**src/rtl/mul_sequencer_if.sv**
```systemverilog
// Purpose : handshake/data bundle between the instruction decoder and the
//           multi-cycle multiply sequencer.
// Ports   : master = decoder side (drives start/operands/abort, sees status
//           and product); slave = mul_sequencer.
interface mul_sequencer_if #(
  parameter int WIDTH = 16
);
  logic             start;
  logic [WIDTH-1:0] op_a;
  logic [WIDTH-1:0] op_b;
  logic             is_signed;
  logic             abort;
  logic             busy;
  logic             stall;
  logic             done;
  logic [WIDTH-1:0] prod_lo;
  logic [WIDTH-1:0] prod_hi;
  logic             overflow;

  modport master (
    output start, op_a, op_b, is_signed, abort,
    input  busy, stall, done, prod_lo, prod_hi, overflow
  );

  modport slave (
    input  start, op_a, op_b, is_signed, abort,
    output busy, stall, done, prod_lo, prod_hi, overflow
  );
endinterface

```
**src/rtl/mul_sequencer.sv**
```systemverilog
// Purpose : shift-add multiply controller for MUL R/I; stalls the core until
//           the 2*WIDTH product is ready, then pulses done for one cycle.
// Ports   : clk, rst_n (async active-low); bus (slave) carries start/op_a/
//           op_b/is_signed/abort in, busy/stall/done/prod_lo/prod_hi/overflow out.
// Latency : done WIDTH/STEP_BITS+1 cycles after the start cycle; with
//           MUL_EARLY_EXIT_EN defined RUN ends as soon as the remaining
//           multiplier is zero (minimum 2 cycles). STEP_BITS must be 1 or 2
//           and divide WIDTH.
module mul_sequencer #(
  parameter int WIDTH     = 16,
  parameter int STEP_BITS = 1
) (
  input  logic             clk,
  input  logic             rst_n,
  mul_sequencer_if.slave   bus
);

  localparam int NSTEP = WIDTH / STEP_BITS;
  localparam int CW    = $clog2(NSTEP + 1);

`ifdef MUL_EARLY_EXIT_EN
  localparam bit EARLY_EXIT = 1'b1;
`else
  localparam bit EARLY_EXIT = 1'b0;
`endif

  typedef enum logic [1:0] {S_IDLE, S_RUN, S_FIN, S_DONE} state_t;

  state_t               state_q,   state_d;
  logic [2*WIDTH-1:0]   mcand_q,   mcand_d;   // multiplicand, pre-shifted to the current weight
  logic [WIDTH-1:0]     mplier_q,  mplier_d;  // multiplier, low bits are the next step
  logic [2*WIDTH-1:0]   acc_q,     acc_d;
  logic [CW-1:0]        cnt_q,     cnt_d;     // RUN steps still to retire
  logic                 sign_q,    sign_d;
  logic                 signed_q,  signed_d;
  logic                 busy_q,    busy_d;
  logic                 done_q,    done_d;
  logic [WIDTH-1:0]     prod_lo_q, prod_lo_d;
  logic [WIDTH-1:0]     prod_hi_q, prod_hi_d;
  logic                 ovf_q,     ovf_d;

  logic                 accept;
  logic [WIDTH-1:0]     a_mag;
  logic [WIDTH-1:0]     b_mag;
  logic [2*WIDTH-1:0]   res;

  // Sum of the multiplicand shifted by each set bit of one step's slice.
  function automatic logic [2*WIDTH-1:0] partial(input logic [2*WIDTH-1:0] mc,
                                                 input logic [STEP_BITS-1:0] bits);
    logic [2*WIDTH-1:0] pp;
    pp = '0;
    for (int i = 0; i < STEP_BITS; i++) begin
      if (bits[i]) pp = pp + (mc << i);
    end
    return pp;
  endfunction

  // An abort in the start cycle cancels the request outright.
  assign accept = ((state_q == S_IDLE) || (state_q == S_DONE)) && bus.start && !bus.abort;
  // Magnitudes as unsigned WIDTH-bit values: -(2^(WIDTH-1)) maps to 2^(WIDTH-1).
  assign a_mag  = (bus.is_signed && bus.op_a[WIDTH-1]) ? -bus.op_a : bus.op_a;
  assign b_mag  = (bus.is_signed && bus.op_b[WIDTH-1]) ? -bus.op_b : bus.op_b;

  always_comb begin
    state_d   = state_q;
    mcand_d   = mcand_q;
    mplier_d  = mplier_q;
    acc_d     = acc_q;
    cnt_d     = cnt_q;
    sign_d    = sign_q;
    signed_d  = signed_q;
    busy_d    = busy_q;
    done_d    = 1'b0;
    prod_lo_d = prod_lo_q;
    prod_hi_d = prod_hi_q;
    ovf_d     = ovf_q;
    res       = sign_q ? -acc_q : acc_q;

    case (state_q)
      S_IDLE, S_DONE: begin
        state_d = S_IDLE;
        busy_d  = 1'b0;
        if (accept) begin
          // The first step is retired in the accept cycle so that RUN plus
          // FIN fit inside the WIDTH/STEP_BITS+1 cycle budget.
          sign_d   = bus.is_signed & (bus.op_a[WIDTH-1] ^ bus.op_b[WIDTH-1]);
          signed_d = bus.is_signed;
          acc_d    = partial({{WIDTH{1'b0}}, a_mag}, b_mag[STEP_BITS-1:0]);
          mcand_d  = {{WIDTH{1'b0}}, a_mag} << STEP_BITS;
          mplier_d = b_mag >> STEP_BITS;
          cnt_d    = CW'(NSTEP - 1);
          busy_d   = 1'b1;
          if ((NSTEP == 1) || (EARLY_EXIT && (mplier_d == '0))) state_d = S_FIN;
          else                                                   state_d = S_RUN;
        end
      end

      S_RUN: begin
        if (bus.abort) begin
          state_d = S_IDLE;
          busy_d  = 1'b0;
        end else begin
          acc_d    = acc_q + partial(mcand_q, mplier_q[STEP_BITS-1:0]);
          mcand_d  = mcand_q << STEP_BITS;
          mplier_d = mplier_q >> STEP_BITS;
          cnt_d    = cnt_q - CW'(1);
          if ((cnt_q == CW'(1)) || (EARLY_EXIT && (mplier_d == '0))) state_d = S_FIN;
        end
      end

      S_FIN: begin
        busy_d = 1'b0;
        if (bus.abort) begin
          state_d = S_IDLE;
        end else begin
          prod_lo_d = res[WIDTH-1:0];
          prod_hi_d = res[2*WIDTH-1:WIDTH];
          ovf_d     = signed_q ? (res[2*WIDTH-1:WIDTH] != {WIDTH{res[WIDTH-1]}})
                               : (res[2*WIDTH-1:WIDTH] != '0);
          done_d    = 1'b1;
          state_d   = S_DONE;
        end
      end

      default: begin
        state_d = S_IDLE;
        busy_d  = 1'b0;
      end
    endcase
  end

  always_ff @(posedge clk or negedge rst_n) begin
    if (!rst_n) begin
      state_q   <= S_IDLE;
      mcand_q   <= '0;
      mplier_q  <= '0;
      acc_q     <= '0;
      cnt_q     <= '0;
      sign_q    <= 1'b0;
      signed_q  <= 1'b0;
      busy_q    <= 1'b0;
      done_q    <= 1'b0;
      prod_lo_q <= '0;
      prod_hi_q <= '0;
      ovf_q     <= 1'b0;
    end else begin
      state_q   <= state_d;
      mcand_q   <= mcand_d;
      mplier_q  <= mplier_d;
      acc_q     <= acc_d;
      cnt_q     <= cnt_d;
      sign_q    <= sign_d;
      signed_q  <= signed_d;
      busy_q    <= busy_d;
      done_q    <= done_d;
      prod_lo_q <= prod_lo_d;
      prod_hi_q <= prod_hi_d;
      ovf_q     <= ovf_d;
    end
  end

  // busy spans RUN and FIN so stall stays high through the cycle before done.
  assign bus.busy     = busy_q;
  assign bus.stall    = busy_q | accept;
  assign bus.done     = done_q;
  assign bus.prod_lo  = prod_lo_q;
  assign bus.prod_hi  = prod_hi_q;
  assign bus.overflow = ovf_q;

endmodule

```
**src/flat_wrapper.sv**
```systemverilog
// flat-port wrapper written by rule: the top's interface ports become plain ports
module mul_sequencer_flat 
#(
  parameter int WIDTH     = 16,
  parameter int STEP_BITS = 1
)
  (clk, rst_n, bus_start, bus_op_a, bus_op_b, bus_is_signed, bus_abort, bus_busy, bus_stall, bus_done, bus_prod_lo, bus_prod_hi, bus_overflow);
  mul_sequencer_if #(.WIDTH(WIDTH)) bus_i ();
  input  logic clk;
  input  logic rst_n;
  input wire logic [$bits(bus_i.start)-1:0] bus_start;
  input wire logic [$bits(bus_i.op_a)-1:0] bus_op_a;
  input wire logic [$bits(bus_i.op_b)-1:0] bus_op_b;
  input wire logic [$bits(bus_i.is_signed)-1:0] bus_is_signed;
  input wire logic [$bits(bus_i.abort)-1:0] bus_abort;
  output wire logic [$bits(bus_i.busy)-1:0] bus_busy;
  output wire logic [$bits(bus_i.stall)-1:0] bus_stall;
  output wire logic [$bits(bus_i.done)-1:0] bus_done;
  output wire logic [$bits(bus_i.prod_lo)-1:0] bus_prod_lo;
  output wire logic [$bits(bus_i.prod_hi)-1:0] bus_prod_hi;
  output wire logic [$bits(bus_i.overflow)-1:0] bus_overflow;
  assign bus_i.start = bus_start;
  assign bus_i.op_a = bus_op_a;
  assign bus_i.op_b = bus_op_b;
  assign bus_i.is_signed = bus_is_signed;
  assign bus_i.abort = bus_abort;
  assign bus_busy = bus_i.busy;
  assign bus_stall = bus_i.stall;
  assign bus_done = bus_i.done;
  assign bus_prod_lo = bus_i.prod_lo;
  assign bus_prod_hi = bus_i.prod_hi;
  assign bus_overflow = bus_i.overflow;
  mul_sequencer #(.WIDTH(WIDTH), .STEP_BITS(STEP_BITS)) u_core (.clk(clk), .rst_n(rst_n), .bus(bus_i));
endmodule
```
**config.mk**
```make
export PLATFORM = sky130hd
export DESIGN_NAME = mul_sequencer_flat
export DESIGN_NICKNAME = d
export VERILOG_FILES = /design/src/rtl/mul_sequencer_if.sv /design/src/rtl/mul_sequencer.sv /design/src/flat_wrapper.sv
export SDC_FILE = /design/constraint.sdc
export NUM_CORES = 1
export LEC_CHECK = 0
export CORE_UTILIZATION = 59
export CTS_BUF_LIST = sky130_fd_sc_hd__clkbuf_16
export CTS_CLUSTER_SIZE = 10
export DETAILED_ROUTE_END_ITERATION = 10
export GPL_TIMING_DRIVEN = 0
export PLACE_DENSITY = 0.82
export SKIP_LAST_GASP = 1
export SLEW_MARGIN = 20
export SYNTH_ARGS = -nofsm -noshare
export SYNTH_HDL_FRONTEND = slang
export SYNTH_SLANG_ARGS = --single-unit
export TNS_END_PERCENT = 5
```
**constraint.sdc**
```tcl
create_clock -name clk -period 3.9 [get_ports clk]
set_input_delay 0.78 -clock clk [delete_from_list [all_inputs] [get_ports clk]]
set_output_delay 0.78 -clock clk [all_outputs]
set_load 0.05 [all_outputs]
```
* Yosys cells after proc, flatten, opt, wreduce, memory -nomap -nowiden
Cells that the tools add are included.
** Storage, ports and cells
- Input port bits :: 37
- Register bits after elaboration :: 124
- Logic and storage cells :: 73
** Cells by class
- Eq/ne operators :: 9
- Bitwise operators :: 4
- Mux-type cells :: 30
- Add/subtract/negate cells :: 5
- Reduce and logical (&&, ||, !) cells :: 13
** Operator list (number)
- $mux 32 :: 8
- $pmux 32 s2 :: 2
- $mux 16 :: 5
- $add 32x32->32 :: 1
- $neg 16->16 :: 2
- $neg 32->32 :: 1
- $pmux 16 s2 :: 1
- $ne 16x16->1 :: 1
- $reduce_bool 16->1 :: 1
- $mux 5 :: 2
- $pmux 5 s2 :: 1
- $mux 1 :: 6
- $mux 2 :: 3
- $pmux 2 s3 :: 1
- $eq 5x1->1 const B :: 1
- $sub 5x1->5 const B :: 1
- $eq 2x2->1 const B :: 2
- $logic_and 1x1->1 :: 4
- $ne 2x2->1 const B :: 2
- $reduce_and 2->1 :: 2
- $ne 3x2->1 const B :: 1
- $pmux 1 s3 :: 1
- $reduce_and 3->1 :: 1
- $eq 2x1->1 const B :: 1
- 10 further kinds :: 10

* Logic depth before layout (Yosys ltp)
- Depth after elaboration :: 6
- Depth in mapped cells :: 13
- Depth with buffers taken out :: 13

* Worst setup path before layout
No wires, ideal clock.
- Path type :: reg-to-reg
- Start point :: register u_core.acc_q[12]
- End point :: register u_core.ovf_q (netlist: u_core.bus.overflow)
- Arrival time :: 2.868 ns
- Path buffers :: 1
- Setup slack :: 0.902 ns
- Cell stages (with the launch flop) :: 11
- Data required time :: 3.770 ns
- Path through :: dfrtp_1 -> or4_4 -> nor4b_4 -> or4b_1 -> buf_2 -> o21ai_4 -> xor2_2 -> nand2_1 -> or3_1 -> o41ai_2 -> a21oi_1
** Between the ends
- Word-level cells in the longest chain between the ends :: 4
- Elaborated cells on any way between the ends :: 5
- Classes of those cells :: 1 x add/sub; 1 x eq/ne; 2 x mux; 1 x reduce/logical
** RTL lines
- start, declared :: line mul_sequencer.sv:32 : logic [2*WIDTH-1:0] acc_q, acc_d;
- start signal, assigned :: line mul_sequencer.sv:137 : acc_q <= '0;
- start signal, assigned :: line mul_sequencer.sv:150 : acc_q <= acc_d;
- $neg 32->32 (*) :: line mul_sequencer.sv:77 : res = sign_q ? -acc_q : acc_q;
- $mux 32 (*) :: line mul_sequencer.sv:77
- $ne 16x16->1 / $reduce_bool 16->1 (equally long branches) :: line mul_sequencer.sv:118, mul_sequencer.sv:119
- $mux 1 (*) :: line mul_sequencer.sv:118 : ovf_d = signed_q ? (res[2*WIDTH-1:WIDTH] != {WIDTH{res[WIDTH-1]}})
- end signal, assigned :: line mul_sequencer.sv:158 : ovf_q <= ovf_d;
- end, declared :: line mul_sequencer.sv:40 : logic ovf_q, ovf_d;
Every way passes the cells marked *; elsewhere a longest branch is shown, timed or not.
A chain may end at the register's enable or synchronous reset.

* Worst setup path after layout
- Start point :: register u_core.mplier_q[0]
- End point :: register u_core.acc_q[31]
** Between the ends
- Word-level cells in the longest chain between the ends :: 6
** RTL lines
- start, declared :: line mul_sequencer.sv:31 : logic [WIDTH-1:0] mplier_q, mplier_d;
- start signal, assigned :: line mul_sequencer.sv:149 : mplier_q <= mplier_d;
- $mux 32 :: line mul_sequencer.sv:53 : if (bits[i]) pp = pp + (mc << i);
- $mux 32 :: line mul_sequencer.sv:99 : if (bus.abort) begin
- $mux 32 :: line mul_sequencer.sv:79 : case (state_q)
- $add 32x32->32 :: line mul_sequencer.sv:103 : acc_d = acc_q + partial(mcand_q, mplier_q[STEP_BITS-1:0]);
- $mux 32 :: line mul_sequencer.sv:99
- $pmux 32 s2 :: line mul_sequencer.sv:79
Every way passes these cells. The select of a mux whose other input is x is not followed.

==> metrics.txt <==
# TYPE chip_impl_metric gauge
chip_impl_metric{name="cts_setup_buffers",unit=""} 0
chip_impl_metric{name="cts_hold_buf",unit=""} 0
chip_impl_metric{name="synthesis.area",unit="µm²"} 7960
chip_impl_metric{name="syn_area_per_cell",unit="µm²"} 8.56
chip_impl_metric{name="placed_cell_area",unit="µm²"} 8910
chip_impl_metric{name="cts.clk_slew.worst_paths",unit="ns"} 0.06
chip_impl_metric{name="async_flop_share",unit="%"} 100
chip_impl_metric{name="dr_total_vias",unit=""} 7341
chip_impl_metric{name="drt_wl_total",unit="mm"} 21.0
chip_impl_metric{name="die_width",unit="µm"} 118
chip_impl_metric{name="detailroute.wirelength.met2",unit="mm"} 9.92
chip_impl_info{name="timing.setup.critical_path_class",value="reg -> reg"} 1
chip_impl_metric{name="dpl.hpwl",unit="mm"} 15.4
chip_impl_metric{name="number_of_flops_mapped_to_enable_cells_by_yosys",unit=""} 0
chip_impl_metric{name="grt.overflow.total",unit=""} 0
chip_impl_info{name="yosys.area.top_type",value="dfrtp_1"} 1
chip_impl_metric{name="fp.coreArea",unit="µm²"} 13200
chip_impl_metric{name="vias_per_cell",unit=""} 6.08
chip_impl_metric{name="postLayoutCellArea",unit="µm²"} 9500
chip_impl_metric{name="numPortBuffers",unit=""} 70
chip_impl_metric{name="final_min_period_over_clock_period",unit="%"} 91.9
chip_impl_metric{name="post_cts_resize_count",unit=""} 0
chip_impl_metric{name="synth_top_area_share",unit="%"} 38.4
chip_impl_metric{name="globalplace.congestion",unit=""} 0.910
chip_impl_info{name="post_synth_most_frequent_cells",value="nand2_1 (144), dfrtp_1 (122), o21ai_0 (83), a21oi_1 (56), nor2_1 (47)"} 1
chip_impl_metric{name="clock_sink_total",unit=""} 122
chip_impl_metric{name="via_count_of_the_first_global_routing_pass",unit=""} 6924
chip_impl_metric{name="num-nets-final",unit=""} 1095
chip_impl_metric{name="clock_buffer_count_from_cts",unit=""} 17
chip_impl_metric{name="synthCells",unit=""} 930
chip_impl_metric{name="avgRoutedWirePerCell",unit="µm"} 17.4
chip_impl_metric{name="final_period_minus_worst_setup_slack",unit="ns"} 3.58
chip_impl_metric{name="floorplan.rows",unit=""} 42
chip_impl_info{name="cp-end-kind",value="flop"} 1
chip_impl_metric{name="fp.dieArea",unit="µm²"} 14000
chip_impl_metric{name="first_iter_violations",unit=""} 642
chip_impl_metric{name="power.ir.vdd_worst",unit="mV"} 0.469
chip_impl_info{name="dr.max_layer_used",value="met4"} 1
chip_impl_metric{name="drt_drc_violations_left",unit=""} 0
chip_impl_info{name="start_kind",value="flop"} 1
chip_impl_metric{name="yosys.cell_types.count",unit=""} 63
chip_impl_metric{name="summed_negative_setup_slack_over_all_endpoints",unit="ns"} 0
chip_impl_metric{name="cts-root-to-sink-buffers",unit=""} 2
chip_impl_metric{name="grt_usage",unit="%"} 31.8
chip_impl_info{name="top_reg_cell_synth",value="dfrtp_1"} 1
chip_impl_metric{name="yosys_register_bits",unit=""} 122
chip_impl_metric{name="syn_nets",unit=""} 1005
chip_impl_metric{name="cp_data_arrival_time",unit="ns"} 3.90
chip_impl_metric{name="number_of_antenna_violations_at_the_first_check_in_global_routing",unit=""} 0
chip_impl_info{name="outcome",value="complete, no violations"} 1
chip_impl_info{name="yosysMostFrequentCell",value="nand2_1"} 1
chip_impl_info{name="holdCritPathClass",value="in -> async"} 1
chip_impl_metric{name="area.growth.synth_to_final",unit="%"} 19.3
chip_impl_metric{name="yosysWarningCount",unit=""} 0
chip_impl_metric{name="clk-insertion-delay-late",unit="ns"} 0.43
chip_impl_metric{name="finalHoldViolCount",unit=""} 0
chip_impl_info{name="setup_repair_after_global_routing_missed_its_margin",value="false"} 1
chip_impl_metric{name="initial_utilization",unit="%"} 60.3
chip_impl_metric{name="timing.max_slew.rel_slack",unit="%"} 44.4
chip_impl_metric{name="finalSetupViolations",unit=""} 0
chip_impl_metric{name="cellPowerDensity",unit="nW/µm²"} 655
chip_impl_metric{name="wl_met1",unit="mm"} 8.86
chip_impl_metric{name="detailedRoute.firstPassIterationCount",unit=""} 5
chip_impl_info{name="synth_top_cells_by_area",value="dfrtp_1 (38%), nand2_1 (6.8%), ha_1 (5.8%), o21ai_0 (5.2%), xor2_1 (4.6%)"} 1
chip_impl_metric{name="num_antenna_cells",unit=""} 0
chip_impl_info{name="cts_tree",value="built"} 1
chip_impl_metric{name="antenna_violating_nets_post_route",unit=""} 0
chip_impl_metric{name="wire_length_of_the_first_global_routing_pass",unit="mm"} 34.7
chip_impl_metric{name="number_of_top_level_pins",unit=""} 73
chip_impl_metric{name="pin_count_of_the_biggest_net_entering_global_routing",unit=""} 67
chip_impl_metric{name="cap_violations",unit=""} 0
chip_impl_metric{name="p_leak",unit="µW"} 0.00428
chip_impl_metric{name="cts_max_level",unit=""} 4
chip_impl_metric{name="worstPathMaxFanout",unit=""} 10
chip_impl_metric{name="met3_wirelength",unit="mm"} 1.60
chip_impl_metric{name="die_height",unit="µm"} 118
chip_impl_metric{name="required_time_worst_endpoint",unit="ns"} 4.21
chip_impl_metric{name="tightest_slew",unit="ns"} 0.831
chip_impl_metric{name="layout-drive-gt1-share",unit="%"} 4.36
chip_impl_metric{name="seq_area_frac_synth",unit="%"} 38.4
chip_impl_metric{name="finClkSkew",unit="ns"} 0.00950
chip_impl_metric{name="drv_slew",unit=""} 0
chip_impl_info{name="ctsRootBufferMaster",value="clkbuf_16"} 1
chip_impl_metric{name="achievable-frequency",unit="MHz"} 279
## worst paths after layout
check | start | end | slack, ns | cells after the start
setup reg to reg | u_core.mplier_q[0] | u_core.acc_q[31] | 0.32 | 12
max in group asynchronous | rst_n | u_core.cnt_q[2] | 2.86 | 2
hold reg to reg | u_core.bus.prod_hi[12] | u_core.bus.prod_hi[12] | 0.47 | 2
setup / recovery | u_core.mplier_q[0] | u_core.acc_q[31] | 0.32 | 12
hold / removal | rst_n | u_core.bus.prod_lo[5] | 0.34 | 1
min in group clk | u_core.bus.prod_hi[12] | u_core.bus.prod_hi[12] | 0.47 | 2
## stage by stage
step / util, % / hold slack, ns / setup slack, ns / total power, µW / instances
final: 72.0 / 0.343 / 0.317 / 6220 / 1208
after global routing: 72.0 / 0.384 / 0.0457 / 6600 / 1208
after CTS: 71.9 / 0.366 / 0.188 / 6210 / 1208
after detailed placement: 67.5 / 0.463 / 0.236 / 4620 / 1177
after global placement: 67.3 / 0.459 / -2.64 / 4550 / 1176
after floorplan: - / 0.453 / 0.902 / 3810 / 930
## cell families (layout without fill, tap and decap cells)
kind of cell               Yosys count  in the layout  share of synthesized area, %
muxes                                4              4                         0.519
buffers and inverters               74            176                          3.51
AOI/OAI and AO/OA                  269            269                          21.9
xor gates and xnor gates            79             79                          8.79
and+or+nand+nor                    344            344                          20.8
DFF                                122            122                          38.4
adders and majority gates           38             38                          6.07
## state kept, by name, summed over array words and instances, names as in the netlist
| name | flops |
|---|---|
| u_core.bus.prod_lo | 16 |
| u_core.bus.prod_hi | 16 |
| u_core.mplier_q | 15 |
| u_core.state_q | 2 |
| u_core.acc_q | 32 |
| u_core.bus.done | 1 |
| u_core.bus.busy | 1 |
| u_core.bus.overflow | 1 |
| u_core.mcand_q | 31 |
| u_core.cnt_q | 5 |
| u_core.signed_q | 1 |
| u_core.sign_q | 1 |
## per-layer routing
layer	vias to the layer above	global-route usage, %
met4	0	14.3
met5	-	0
met1	3456	42.0
met3	42	7.05
li1	3516	-
met2	327	50.1
## cell usage in the layout, fill, tap and decap left out, types with 37 or more instances in the layout
cell and instances:
o21ai_0 83, dfrtp_1 122, ha_1 37, clkbuf_1 39, nor2_1 47, a21oi_1 56
clkdlybuf4s50_1 69, nand2_1 144, xor2_1 42
## critical path, cell delays in order, from the launching register on
cell	delay, ns
dfrtp_1	0.48
clkbuf_2	0.27
nand2_1	0.13
fa_1	0.42
nand2b_1	0.20
a21oi_1	0.30
o21a_1	0.31
a211oi_2	0.16
a211oi_1	0.40
o211ai_1	0.17
a31oi_1	0.30
mux2i_1	0.24
nand3_1	0.09
## power by group
group          leakage (µW)  switching (µW)  internal (µW)
clock              0.000275             573            988
sequential          0.00160             355           1640
combinational       0.00240            1680            992
## final cells by class
class                      instances  area (µm²)
fill                            1011        3690
timing repair buffer              71         729
sequential                       122        3050
clock inverter                    14         156
tap                              176         220
clock buffer                      17         425
multi-input combinational        734        4630
buffer                            46         175
inverter                          28         105
Power figures use the tool's default switching activity.
